$ cat src/rtl/bcd_pkg.sv
// Shared BCD digit definitions for the second counter.
//   BCD_W       : bits per BCD digit
//   BCD_MAX     : largest legal digit value
//   bcd_digit_t : one packed BCD digit
package bcd_pkg;

    localparam int unsigned BCD_W   = 4;
    localparam logic [3:0]  BCD_MAX = 4'd9;

    typedef logic [BCD_W-1:0] bcd_digit_t;

endpackage

$ cat src/rtl/bcd_second_counter_if.sv
// Control and display bus of the BCD second counter.
//   run_i  : run/pause switch (asynchronous to CLOCK_50)
//   clr_i  : synchronous clear, active-high
//   bcd_o  : packed BCD count, [3:0] = units digit
//   tick_o : one-cycle pulse on each count advance
//   wrap_o : one-cycle pulse when the count rolls over to zero
//   prog_o : prescaler progress bar for LEDR
// master = board/driver side, slave = counter side.
interface bcd_second_counter_if #(
    parameter int unsigned NDIG = 3
);
    logic                 run_i;
    logic                 clr_i;
    logic [4*NDIG-1:0]    bcd_o;
    logic                 tick_o;
    logic                 wrap_o;
    logic [7:0]           prog_o;

    modport master (
        output run_i, clr_i,
        input  bcd_o, tick_o, wrap_o, prog_o
    );

    modport slave (
        input  run_i, clr_i,
        output bcd_o, tick_o, wrap_o, prog_o
    );
endinterface

$ cat src/rtl/bcd_digit.sv
// One registered BCD digit cell of the ripple counter.
//   CLOCK_50 : clock, rising edge
//   KEY0     : asynchronous active-low reset
//   clr      : synchronous clear to zero (wins over cin)
//   cin      : advance this digit
//   q        : current digit value, always 0..9
//   cout     : combinational carry to the next digit (cin while q is 9)
module bcd_digit
    import bcd_pkg::*;
(
    input  logic       CLOCK_50,
    input  logic       KEY0,
    input  logic       clr,
    input  logic       cin,
    output bcd_digit_t q,
    output logic       cout
);

    // Digit register: 9 rolls to 0, anything else increments.
    always_ff @(posedge CLOCK_50 or negedge KEY0) begin
        if (!KEY0) begin
            q <= '0;
        end else if (clr) begin
            q <= '0;
        end else if (cin) begin
            q <= (q == BCD_MAX) ? '0 : q + BCD_W'(1);
        end
    end

    assign cout = cin & (q == BCD_MAX);

endmodule

$ cat src/rtl/bcd_second_counter.sv
// Timebase and BCD count stage for the seven-segment display.
// Divides CLOCK_50 into a one-cycle tick every DIV clocks and advances an
// NDIG-digit packed-BCD counter on each tick.
//   CLOCK_50 : clock, rising edge
//   KEY0     : asynchronous active-low reset
//   bus      : slave side of bcd_second_counter_if (run_i, clr_i in;
//              bcd_o, tick_o, wrap_o, prog_o out, all registered)
module bcd_second_counter
    import bcd_pkg::*;
#(
    parameter int unsigned DIV  = 50_000_000,
    parameter int unsigned NDIG = 3
) (
    input  logic                  CLOCK_50,
    input  logic                  KEY0,
    bcd_second_counter_if.slave   bus
);

    localparam int unsigned PW = (DIV > 1) ? $clog2(DIV) : 1;
    localparam logic [PW-1:0] TERM = PW'(DIV - 1);

    logic            run_meta;
    logic            run_s;
    logic [PW-1:0]   pre;
    logic            tick_c;
    logic            tick_q;
    logic            wrap_q;
    logic [NDIG:0]   carry;
    bcd_digit_t      digit [NDIG];

    // Two-flop synchroniser for the run switch; clear does not touch it.
    always_ff @(posedge CLOCK_50 or negedge KEY0) begin
        if (!KEY0) begin
            run_meta <= 1'b0;
            run_s    <= 1'b0;
        end else begin
            run_meta <= bus.run_i;
            run_s    <= run_meta;
        end
    end

    // Clear wins over a coincident terminal count.
    assign tick_c = run_s & (pre == TERM) & ~bus.clr_i;

    // Prescaler: holds while paused so the phase survives a pause.
    always_ff @(posedge CLOCK_50 or negedge KEY0) begin
        if (!KEY0) begin
            pre <= '0;
        end else if (bus.clr_i) begin
            pre <= '0;
        end else if (run_s) begin
            pre <= (pre == TERM) ? '0 : pre + PW'(1);
        end
    end

    // Tick and wrap pulses land on the same edge as the new count.
    always_ff @(posedge CLOCK_50 or negedge KEY0) begin
        if (!KEY0) begin
            tick_q <= 1'b0;
            wrap_q <= 1'b0;
        end else begin
            tick_q <= tick_c;
            wrap_q <= carry[NDIG];
        end
    end

    assign carry[0] = tick_c;

    // Ripple chain of digit cells, units digit first.
    for (genvar g = 0; g < NDIG; g++) begin : g_digit
        bcd_digit u_digit (
            .CLOCK_50 (CLOCK_50),
            .KEY0     (KEY0),
            .clr      (bus.clr_i),
            .cin      (carry[g]),
            .q        (digit[g]),
            .cout     (carry[g+1])
        );
        assign bus.bcd_o[g*BCD_W +: BCD_W] = digit[g];
    end

    // Progress bar shows the prescaler MSBs; short prescalers are MSB-aligned.
    if (PW >= 8) begin : g_prog_wide
        assign bus.prog_o = pre[PW-1 -: 8];
    end else begin : g_prog_narrow
        assign bus.prog_o = {pre, (8-PW)'(0)};
    end

    assign bus.tick_o = tick_q;
    assign bus.wrap_o = wrap_q;

endmodule

$ cat src/flat_wrapper.sv
// flat-port wrapper written by rule: the top's interface ports become plain ports
module bcd_second_counter_flat import bcd_pkg::*;
#(
    parameter int unsigned DIV  = 50_000_000,
    parameter int unsigned NDIG = 3
)
  (CLOCK_50, KEY0, bus_run_i, bus_clr_i, bus_bcd_o, bus_tick_o, bus_wrap_o, bus_prog_o);
  bcd_second_counter_if #(.NDIG(NDIG)) bus_i ();
  input  logic CLOCK_50;
  input  logic KEY0;
  input wire logic [$bits(bus_i.run_i)-1:0] bus_run_i;
  input wire logic [$bits(bus_i.clr_i)-1:0] bus_clr_i;
  output wire logic [$bits(bus_i.bcd_o)-1:0] bus_bcd_o;
  output wire logic [$bits(bus_i.tick_o)-1:0] bus_tick_o;
  output wire logic [$bits(bus_i.wrap_o)-1:0] bus_wrap_o;
  output wire logic [$bits(bus_i.prog_o)-1:0] bus_prog_o;
  assign bus_i.run_i = bus_run_i;
  assign bus_i.clr_i = bus_clr_i;
  assign bus_bcd_o = bus_i.bcd_o;
  assign bus_tick_o = bus_i.tick_o;
  assign bus_wrap_o = bus_i.wrap_o;
  assign bus_prog_o = bus_i.prog_o;
  bcd_second_counter #(.DIV(DIV), .NDIG(NDIG)) u_core (.CLOCK_50(CLOCK_50), .KEY0(KEY0), .bus(bus_i));
endmodule
$ cat config.mk
export PLATFORM = sky130hd
export DESIGN_NAME = bcd_second_counter_flat
export DESIGN_NICKNAME = d
export VERILOG_FILES = /design/src/rtl/bcd_pkg.sv /design/src/rtl/bcd_second_counter_if.sv /design/src/rtl/bcd_digit.sv /design/src/rtl/bcd_second_counter.sv /design/src/flat_wrapper.sv
export SDC_FILE = /design/constraint.sdc
export NUM_CORES = 1
export LEC_CHECK = 0
export BUFFER_PORTS_ARGS = -buffer_cell sky130_fd_sc_hd__buf_2
export CAP_MARGIN = 30
export CORE_MARGIN = 1.5
export CORE_UTILIZATION = 33
export CTS_CLUSTER_DIAMETER = 30
export DETAILED_ROUTE_END_ITERATION = 10
export GPL_TIMING_DRIVEN = 1
export HOLD_SLACK_MARGIN = 0.08
export PLACE_DENSITY = 0.57
export SKIP_LAST_GASP = 1
export SYNTH_ARGS = -nofsm -noshare
export SYNTH_HDL_FRONTEND = slang
export SYNTH_SLANG_ARGS = --single-unit
$ cat constraint.sdc
create_clock -name CLOCK_50 -period 2.2 [get_ports CLOCK_50]
set_input_delay 0.11 -clock CLOCK_50 [delete_from_list [all_inputs] [get_ports CLOCK_50]]
set_output_delay 0.11 -clock CLOCK_50 [all_outputs]
set_load 0.01 [all_outputs]
==> flow_summary_export.csv, run 1 <==
group,metric,value,unit
cts,clk_pin_slew,0.08,ns
placed_design,preCtsSetupSlack,-0.130,ns
floorplanning,start_util,34.4,%
sta,fmax,442,MHz
global_route,grt_max_degree,34,
setup_path,crit_path_start_kind,"flip-flop",
flow_run,maxCapViolCount,0,
placed_design,dp_cells,385,
sta,worstMarginPinSlew,0.486,ns
global_route,grt_pass1_wl,9.13,mm
setup_path,crit_fanout,7,
synth,synth.net_count,260,
power_and_ir_drop,p_leak,1.30,nW
final_layout,fin_nets,317,
synth,yosysSeqAreaShare,44.7,%
power_and_ir_drop,power,1.34,mW
drt,dr.first_iter.drc_count,113,
placed_design,placed_area,2760,µm²
sta,slew_headroom,67.3,%
cts,cts_tree,"built",
setup_path,end_kind,"flip-flop",
drt,drc,0,
floorplanning,fp.dieH,87.4,µm
setup_path,worstRegToRegCells,5,
sta,hold_viol,0,
setup_path,r2r_start,"u_core.pre[10]$_DFFE_PN0P_",
final_layout,n_fill_cell,678,
setup_path,critPathLaunch,"u_core.pre[10]$_DFFE_PN0P_",
setup_path,cp_data_arrival_time,2.48,ns
final_layout,final_cells,402,
setup_path,critical_path_class,"flip-flop to flip-flop",
placed_design,dp_hpwl,3.78,mm
synth,ys.warnings.count,0,
synth,ys_async_sr_fraction,100,%
hold_path,hp-class,"input pin to asynchronous set/reset pin",
drt,routed-wl-met3,184,µm
power_and_ir_drop,p_per_area,450,nW/µm²
sta,rsz0062_at_grt,"true",
sta,setup_viol,4,
sta,min_period,2.26,ns
global_route,overflow,0,
floorplanning,core.rowCount,30,
status,violations,"negative setup slack",
global_route,grt_pass1_vias,1894,
drt,detail_route.wl_per_cell,13.3,µm
cts,clock_sinks,42,
drt,routed_via_density,4.98,
synth,synthCells,249,
drt,wl_met1,2.54,mm
floorplanning,io_pins,26,
cts,cts-root-buf,"clkbuf_8",
drt,met2_length,2.59,mm
drt,ant_nets,0,
final_layout,drive_above_1_share,29.1,%
status,status,"finished, violations left",
final_layout,antenna_cells,0,
sta,slew_violations,0,
setup_path,required,2.42,ns
synth,synth_area_per_cell,9.45,µm²
drt,top_layer,"met4",
floorplanning,fp.coreArea,6830,µm²
global_route,grt_antenna_before_repair,0,
cts,clock_latency,0.29,ns
synth,yosys_most_used_dff,"dfrtp_1",
sta,fin_crit_sh,103,%
floorplanning,dieArea,7640,µm²
drt,drtPass1Iterations,4,
final_layout,multi_input_area,1260,µm²
floorplanning,die_w,87.4,µm
setup_path,rrSetupSlack,-0.06,ns
cts,clockBufferDepth,2,
synth,synth_edf_count,0,
cts,cts_buffers,5,
placed_design,port_buffers,25,
placed_design,routabilityCongestion,0.788,
sta,worst_slack,-0.0642,ns
power_and_ir_drop,vdd_drop_max,272,µV
cts,cts-htree-levels,2,
sta,skew,0.00541,ns
synth,synth_seq_cells,42,
synth,synth_cell_type_count,48,
drt,drt-total-wl,5.35,mm
final_layout,synthToLayoutAreaGrowth,26.5,%
drt,num_vias,2002,
global_route,grt_use_total,15.3,%
final_layout,design_area,2980,µm²
sta,finalHoldWorstSlack,0.213,ns
final_layout,seqCellArea,1050,µm²
synth,syn_area,2350,µm²
## per-stage QoR
step / util, % / TNS [ns]
floorplan: - / -0.159
global placement: 40.4 / -0.197
detailed placement: 40.4 / -0.410
CTS: 42.3 / -0.457
global route: 43.6 / -0.553
finish: 43.6 / -0.138
## layer usage
layer	GRT usage, %	vias to the layer above
li1	-	999
met1	21.0	962
met2	24.1	37
met3	3.13	4
met4	4.47	0
met5	0	-
## sequential cells by signal, summed over array words and instances, names as in the netlist
register	count
u_core.bus.wrap_o	1
u_core.run_meta	1
u_core.pre	26
u_core.g_digit.u_digit.q	12
u_core.run_s	1
u_core.bus.tick_o	1
## repair_timing
action | CTS | global route
endpoints found under the hold margin | 11 | 0
setup endpoints to repair | 6 | 17
gates cloned | 1 | 0
gates resized for setup | 1 | 11
buffers inserted | 2 | 4
pin swaps | 4 | 6
hold buffers | 3 | 0
## worst max-delay path, stage by stage, from the launching register on
cell and delay, ns:
dfrtp_1 0.42, nor4bb_1 0.37, nand2_1 0.28, or3_4 0.48, or4b_1 0.47, a31oi_1 0.17
## final cells by class
class | count | share of cell area, %
clock buffers | 7 | 2.57
flip-flops and latches | 42 | 35.3
well taps | 96 | 4.04
inverters | 5 | 0.631
multi-input cells | 187 | 42.5
repair buffers | 65 | 15.0
## logic make-up after synthesis
kind of cell / Yosys count / share of synthesized area [%]
AND/OR/NAND/NOR: 123 / 29.8
AO/OA/AOI/OAI: 35 / 8.56
XOR/XNOR: 19 / 7.07
adder cells (fa/ha/maj): 7 / 3.72
multiplexers: 2 / 0.851
flip-flops: 42 / 44.7
buffers and inverters: 21 / 5.32
## layout by cell type (no fill, tap or decap), types with 2 or more instances in the layout
cell type and instances:
nor2_1 33, dlygate4sd3_1 3, a31oi_1 6, nor4_1 5, buf_4 36, buf_2 25
and3b_1 2, nor3_1 4, xnor2_1 7, nand4_1 6, ha_1 6, a21oi_2 2
xor2_1 12, inv_1 5, nand4_4 2, nand3_1 15, clkbuf_8 5, clkbuf_1 2
or2_2 2, or4_1 4, nand3b_1 3, a21oi_1 13, nor3b_1 3, nand2_1 19
dfrtp_1 42, or3_4 4, or3_1 2, o21ai_0 6, nand2b_1 4, mux2i_1 2
## path summary, 6_finish.rpt
kind / to
min in group CLOCK_50: u_core.run_s$_DFF_PN0_
worst max register to register: u_core.g_digit[0].u_digit.q[3]$_DFFE_PN0P_
max in group asynchronous: u_core.pre[3]$_DFFE_PN0P_
worst min-delay path: u_core.g_digit[2].u_digit.q[2]$_DFFE_PN0P_
worst max-delay path: u_core.g_digit[0].u_digit.q[3]$_DFFE_PN0P_
worst min register to register: u_core.run_s$_DFF_PN0_
## cells in the mapped netlist (3+ instances only)
master	n	area, µm²
nand3_1	15	75.1
nand2_1	19	71.3
xnor2_1	7	61.3
nor3_1	4	20.0
nand4_1	6	37.5
a31oi_1	6	37.5
dfrtp_1	42	1050
xor2_1	12	105
a21oi_1	15	75.1
or4_1	5	37.5
nand2b_1	4	25.0
nor2_1	33	124
nor3b_1	3	22.5
nand3b_1	3	22.5
clkbuf_1	5	18.8
buf_4	9	67.6
or3_2	3	22.5
ha_1	7	87.6
nor4_1	5	31.3
o21ai_0	8	40.0
inv_1	5	18.8
## where the power goes
group	leakage, nW	switching, mW	total, mW	internal [mW]
clock network	0.0383	0.246	0.465	0.219
registers	0.580	0.0120	0.792	0.780
logic	0.681	0.0472	0.0819	0.0347
(Power assumes the default switching activity.)
==> inputs of run 2 (changes only) <==
--- a/config.mk
+++ b/config.mk
@@ -13,7 +13,6 @@
 export DETAILED_ROUTE_END_ITERATION = 10
 export GPL_TIMING_DRIVEN = 1
 export HOLD_SLACK_MARGIN = 0.08
-export PLACE_DENSITY = 0.57
 export SKIP_LAST_GASP = 1
 export SYNTH_ARGS = -nofsm -noshare
 export SYNTH_HDL_FRONTEND = slang
==> flow_summary_export.csv, run 2 (synthesis gave the netlist of run 1 again) <==
group,metric,value,unit
global_route,grt_max_degree,43,
global_route,grt_pass1_wl,9.19,mm
final_layout,design_area,2980,µm²
global_route,use_met3,2.94,%
drt,routed_via_density,5.06,
final_layout,antenna_cells,0,
global_route,use_met1,20.1,%
placed_design,placed_area,2720,µm²
drt,ant_nets,0,
hold_path,hp-class,"input pin to asynchronous set/reset pin",
setup_path,required,2.42,ns
final_layout,drive_above_1_share,29.2,%
final_layout,final_common_cell,"dfrtp_1",
flow_run,maxCapViolCount,0,
global_route,met2_usage,25.6,%
floorplanning,die_w,87.4,µm
cts,clock_latency,0.29,ns
setup_path,critical_path_class,"flip-flop to flip-flop",
cts,cts-htree-levels,2,
power_and_ir_drop,power,1.40,mW
setup_path,crit_path_start_kind,"flip-flop",
drt,detail_route.wl_per_cell,13.7,µm
sta,hold_viol,0,
status,violations,"negative setup slack",
floorplanning,fp.dieH,87.4,µm
setup_path,end_kind,"flip-flop",
sta,fmax,438,MHz
placed_design,port_buffers,25,
setup_path,worstRegToRegCells,6,
floorplanning,start_util,34.4,%
placed_design,routabilityCongestion,0.763,
setup_path,crit_fanout,5,
global_route,overflow,0,
setup_path,rrSetupSlack,-0.08,ns
setup_path,r2r_start,"u_core.pre[0]$_DFFE_PN0P_",
placed_design,dp_cells,380,
cts,cts_buffers,5,
final_layout,final_cell_mix,"dfrtp_1, nor2_1, buf_4, buf_2, nand2_1",
global_route,grt_use_total,15.2,%
placed_design,dp_hpwl,3.71,mm
cts,clockBufferDepth,2,
final_layout,top_regs,"u_core.pre (26), u_core.g_digit.u_digit.q (12)",
sta,min_period,2.28,ns
floorplanning,core.rowCount,30,
sta,fin_crit_sh,104,%
power_and_ir_drop,p_leak,1.29,nW
cts,cts_tree,"built",
cts,clock_sinks,42,
setup_path,critPathLaunch,"u_core.pre[0]$_DFFE_PN0P_",
final_layout,fin_nets,311,
sta,worst_slack,-0.0820,ns
power_and_ir_drop,vdd_drop_max,269,µV
power_and_ir_drop,p_per_area,469,nW/µm²
setup_path,cp_data_arrival_time,2.50,ns
floorplanning,fp.coreArea,6830,µm²
floorplanning,io_pins,26,
drt,drc,0,
sta,worstMarginPinSlew,0.534,ns
global_route,grt_antenna_before_repair,0,
sta,skew,0.00571,ns
floorplanning,dieArea,7640,µm²
global_route,grt_pass1_vias,1961,
final_layout,n_fill_cell,685,
sta,slew_violations,0,
drt,drtPass1Iterations,4,
final_layout,top_register,"u_core.pre",
setup_path,regToRegEndpoint,"u_core.g_digit[2].u_digit.q[1]$_DFFE_PN0P_",
status,status,"finished, violations left",
drt,drt-total-wl,5.42,mm
cts,clk_pin_slew,0.08,ns
final_layout,final_cells,397,
sta,finalHoldWorstSlack,0.326,ns
setup_path,worstSetupEndpoint,"u_core.g_digit[2].u_digit.q[1]$_DFFE_PN0P_",
global_route,grt_busiest_layer,"met2",
cts,cts-root-buf,"clkbuf_8",
sta,slew_headroom,64.1,%
final_layout,synthToLayoutAreaGrowth,26.7,%
final_layout,largest_reg_flops,26,
drt,dr.first_iter.drc_count,90,
sta,setup_viol,21,
drt,num_vias,2010,
sta,rsz0062_at_grt,"true",
[run 2: changes by cell type in the layout (fill, tap and decap cells not counted), moves of 2 or more]
cell,delta
a21oi_1,-2
a21oi_2,+2
buf_4,-7
or4_1,-2
or4_4,+2
[run 2: how the worst min path moves through the flow]
stage	endpoint	slack [ns]	cells after the start
finish	u_core.g_digit[1].u_digit.q[2]$_DFFE_PN0P_	0.33	2
global route	u_core.run_s$_DFF_PN0_	0.37	0
CTS	u_core.run_s$_DFF_PN0_	0.35	0
detailed placement	u_core.run_meta$_DFF_PN0_	0.23	1
global placement	u_core.run_meta$_DFF_PN0_	0.23	1
floorplan	u_core.bus.tick_o$_DFF_PN0_	-0.19	0
[run 2: through the flow]
| step | worst slack [ns] | setup TNS [ns] | util (%) |
|---|---|---|---|
| finish | -0.0820 | -0.286 | 43.6 |
| global route | -0.151 | -2.34 | 43.6 |
| CTS | -0.0977 | -1.57 | 42.0 |
| detailed placement | -0.0801 | -0.923 | 39.8 |
| global placement | -0.0511 | -0.185 | 39.8 |
| floorplan | -0.0623 | -0.159 | - |
[run 2: final cells by class]
| type | instances | area (µm²) | share of cell area [%] |
|---|---|---|---|
| multi-input cells | 187 | 1280 | 42.9 |
| flip-flops and latches | 42 | 1050 | 35.3 |
| repair buffers | 59 | 420 | 14.1 |
| well taps | 96 | 120 | 4.03 |
| clock buffers | 7 | 86.3 | 2.90 |
| inverters | 5 | 18.8 | 0.630 |
| clock inverters | 1 | 5.00 | 0.168 |
[run 2: repair_timing]
item                       4_1_cts  5_1_grt
pin swaps                        0        8
buffers inserted                 1        3
hold endpoints to repair        44        0
resized for setup                2       13
hold buffers                     3        0
gates cloned                     1        0
setup endpoints to repair       28       34
[run 2: layer usage]
metal  part of all wire (%)  up-vias
met5                      0        -
met4                   0.65        0
met3                    3.0        4
met2                     47       43
met1                     49      979
li1                       -      984
[run 2: critical path, stage by stage, from the launching register on]
cell	delay, ns
dfrtp_1	0.40
ha_4	0.16
nand4_4	0.07
or4b_4	0.53
or3_4	0.38
or4_1	0.52
a21oi_1	0.15
[run 2: where the power goes]
group	total [mW]	switching, mW	internal (mW)
clock	0.520	0.266	0.254
combinational	0.0851	0.0479	0.0372
sequential	0.792	0.0120	0.780
total	1.40	0.326	1.07
==> inputs of run 3 (changes only) <==
--- a/config.mk
+++ b/config.mk
@@ -5,15 +5,16 @@
 export SDC_FILE = /design/constraint.sdc
 export NUM_CORES = 1
 export LEC_CHECK = 0
-export BUFFER_PORTS_ARGS = -buffer_cell sky130_fd_sc_hd__buf_2
 export CAP_MARGIN = 30
 export CORE_MARGIN = 1.5
 export CORE_UTILIZATION = 33
 export CTS_CLUSTER_DIAMETER = 30
 export DETAILED_ROUTE_END_ITERATION = 10
+export DONT_BUFFER_PORTS = 1
 export GPL_TIMING_DRIVEN = 1
 export HOLD_SLACK_MARGIN = 0.08
 export SKIP_LAST_GASP = 1
 export SYNTH_ARGS = -nofsm -noshare
 export SYNTH_HDL_FRONTEND = slang
+export SYNTH_HIERARCHICAL = 1
 export SYNTH_SLANG_ARGS = --single-unit
==> flow_summary_export.csv, run 3 <==
group,metric,value,unit
status,status,"finished, final reports clean",
synth,synth_compound_area_share,16.0,%
sta,hold_viol,0,
floorplanning,dieArea,7710,µm²
setup_path,crit_fanout,4,
synth,synthSimpleGateAreaFrac,26.7,%
final_layout,final_common_cell,"dfrtp_1",
synth,synth_cell_type_count,41,
setup_path,cp_data_arrival_time,2.33,ns
cts,cts_tree,"built",
final_layout,top_regs,"u_core/pre (26), u_core/g_digit.u_digit/q (12)",
setup_path,cp.depth,10,
sta,skew,0.00815,ns
final_layout,final_cells,372,
setup_path,critical_path_class,"flip-flop to flip-flop",
final_layout,synthToLayoutAreaGrowth,18.2,%
synth,yosys.area.top_type_share,44.3,%
cts,clockBufferDepth,2,
floorplanning,fp.dieH,87.8,µm
setup_path,crit_path_cell_trace,"nor4_2 > nand4_1 > nor4_4 > inv_2 > nor2_4 > inv_2 > nor2_4 > and4b_2 > o21ai_2 > a21oi_1",
setup_path,crit_path_start_kind,"flip-flop",
final_layout,utilization,40.9,%
flow_run,maxCapViolCount,0,
setup_path,required,2.41,ns
synth,synth_edf_count,0,
final_layout,largest_reg_flops,26,
placed_design,dp_hpwl,3.63,mm
global_route,use_met3,5.28,%
floorplanning,io_pins,26,
setup_path,crit_family,"simple AND/OR/NAND/NOR gates",
final_layout,antenna_cells,0,
sta,slew_violations,0,
sta,min_period,2.12,ns
synth,synth_top_area_cell,"dfrtp_1",
setup_path,end_kind,"flip-flop",
synth,synth_fa_ha_area_share,3.69,%
setup_path,cp_slowest_cell,"dfrtp_1",
floorplanning,start_util,34.6,%
drt,routed_via_density,5.32,
synth,synth.area.mux_share,0,%
synth,synth.net_count,261,
global_route,grt_antenna_before_repair,0,
power_and_ir_drop,p_per_area,470,nW/µm²
synth,synthTopCellsByArea,"dfrtp_1, a21oi_1, nand2_1, ha_1, nand3b_1",
drt,num_vias,1979,
floorplanning,fp.coreArea,6870,µm²
global_route,overflow,0,
synth,synthCells,250,
drt,drc,0,
power_and_ir_drop,vdd_drop_max,264,µV
cts,cts-root-buf,"clkbuf_8",
synth,syn_area,2370,µm²
sta,slew_headroom,43.4,%
synth,synthTopCellsByCount,"dfrtp_1, nand2_1, a21oi_1, nor2_1, nand3_1",
synth,synthXorXnorAreaFrac,3.69,%
synth,synth_seq_cells,42,
drt,drtPass1Iterations,4,
final_layout,final_cell_mix,"dfrtp_1, buf_4, nand2_1, a21oi_1, nor2_1",
cts,cts-htree-levels,2,
global_route,grt_use_total,14.6,%
final_layout,n_fill_cell,696,
drt,ant_nets,0,
cts,cts_buffers,5,
setup_path,critPathBufInv,2,
placed_design,dp_cells,358,
final_layout,top_register,"u_core/pre",
placed_design,port_buffers,0,
sta,setup_viol,0,
synth,yosysSeqAreaShare,44.3,%
sta,worstMarginPinSlew,0.847,ns
floorplanning,die_w,87.8,µm
hold_path,hp-class,"input pin to asynchronous set/reset pin",
synth,synth_top_family_by_area,"simple AND/OR/NAND/NOR gates",
synth,ys_async_sr_fraction,100,%
cts,clk_pin_slew,0.08,ns
placed_design,routabilityCongestion,0.777,
global_route,met2_usage,23.7,%
sta,fmax,471,MHz
drt,detail_route.wl_per_cell,14.1,µm
global_route,grt_max_degree,43,
global_route,grt_busiest_layer,"met2",
final_layout,fin_nets,287,
cts,clock_latency,0.29,ns
final_layout,drive_above_1_share,23.6,%
synth,yosysMostFrequentCell,"dfrtp_1",
sta,fin_crit_sh,96.6,%
sta,rsz0062_at_grt,"true",
synth,ys.warnings.count,6,
drt,dr.first_iter.drc_count,90,
setup_path,worstRegToRegCells,10,
global_route,grt_pass1_wl,8.85,mm
drt,drt-total-wl,5.25,mm
power_and_ir_drop,p_leak,1.11,nW
floorplanning,core.rowCount,30,
setup_path,cpPeakStageDelay,0.40,ns
synth,yosys_most_used_dff,"dfrtp_1",
synth,synth_area_per_cell,9.50,µm²
cts,clock_sinks,42,
global_route,use_met1,18.3,%
global_route,grt_pass1_vias,1911,
## run 3: cell count changes after synthesis, sizes merged, moves of 4 or more
cell	change
a31oi	-6
nand2b	-4
nor2	-16
nand2	+8
a21oi	+10
xor2	-9
o31ai	+7
inv	+6
nand3b	+7
## run 3: cells by family after synthesis
family,Yosys count
flops,42
buf+inv,25
compound gates,57
xor+xnor,10
fa+ha+maj,7
simple gates,109
## run 3: worst paths after layout
path / from / slack (ns) / endpoint
setup / recovery: u_core/pre[7]$_DFFE_PN0P_ / 0.08 / u_core/g_digit[2].u_digit/q[3]$_DFFE_PN0P_
hold reg to reg: u_core/run_meta$_DFF_PN0_ / 0.36 / u_core/run_s$_DFF_PN0_
min in group CLOCK_50: bus_clr_i / 0.31 / u_core/pre[11]$_DFFE_PN0P_
setup reg to reg: u_core/pre[7]$_DFFE_PN0P_ / 0.08 / u_core/g_digit[2].u_digit/q[3]$_DFFE_PN0P_
max in group asynchronous: KEY0 / 1.70 / u_core/pre[2]$_DFFE_PN0P_
hold / removal: KEY0 / 0.28 / u_core/pre[25]$_DFFE_PN0P_
## run 3: through the flow
step	cell area, µm²	setup TNS (ns)	setup slack [ns]	hold slack (ns)	power (mW)
2_1_floorplan	2410	0	0.0143	-0.186	0.816
3_3_place_gp	2640	0	0.139	-0.184	0.826
3_5_place_dp	2640	0	0.0910	-0.184	0.826
4_1_cts	2770	0	0.0548	0.281	1.33
5_1_grt	2810	-0.374	-0.131	0.284	1.38
6_report	2810	0	0.0751	0.275	1.32
## run 3: power breakdown
group,switching [mW],internal [mW],leakage [nW]
sequential,0.00349,0.776,0.581
combinational,0.0405,0.0192,0.482
clock,0.267,0.213,0.0438
## run 3: routing by layer
layer / wire [µm] / vias up
li1: - / 964
met1: 2470 / 972
met2: 2430 / 38
met3: 303 / 5
met4: 42 / 0
met5: 0 / -
## run 3: area by class of cell
cell class,count,area (µm²),area share [%]
Clock buffer,5,68.8,2.45
Clock inverter,2,10.0,0.357
Inverter,11,41.3,1.47
Multi-Input combinational cell,183,1250,44.4
Sequential cell,42,1050,37.4
Tap cell,96,120,4.28
Timing Repair Buffer,33,268,9.54
## run 3: timing repair
| item | CTS | global route |
|---|---|---|
| resized for setup | 0 | 5 |
| setup buffers | 0 | 3 |
| hold buffers | 4 | 0 |
| endpoints found under the setup margin | 0 | 2 |
| endpoints found under the hold margin | 61 | 0 |
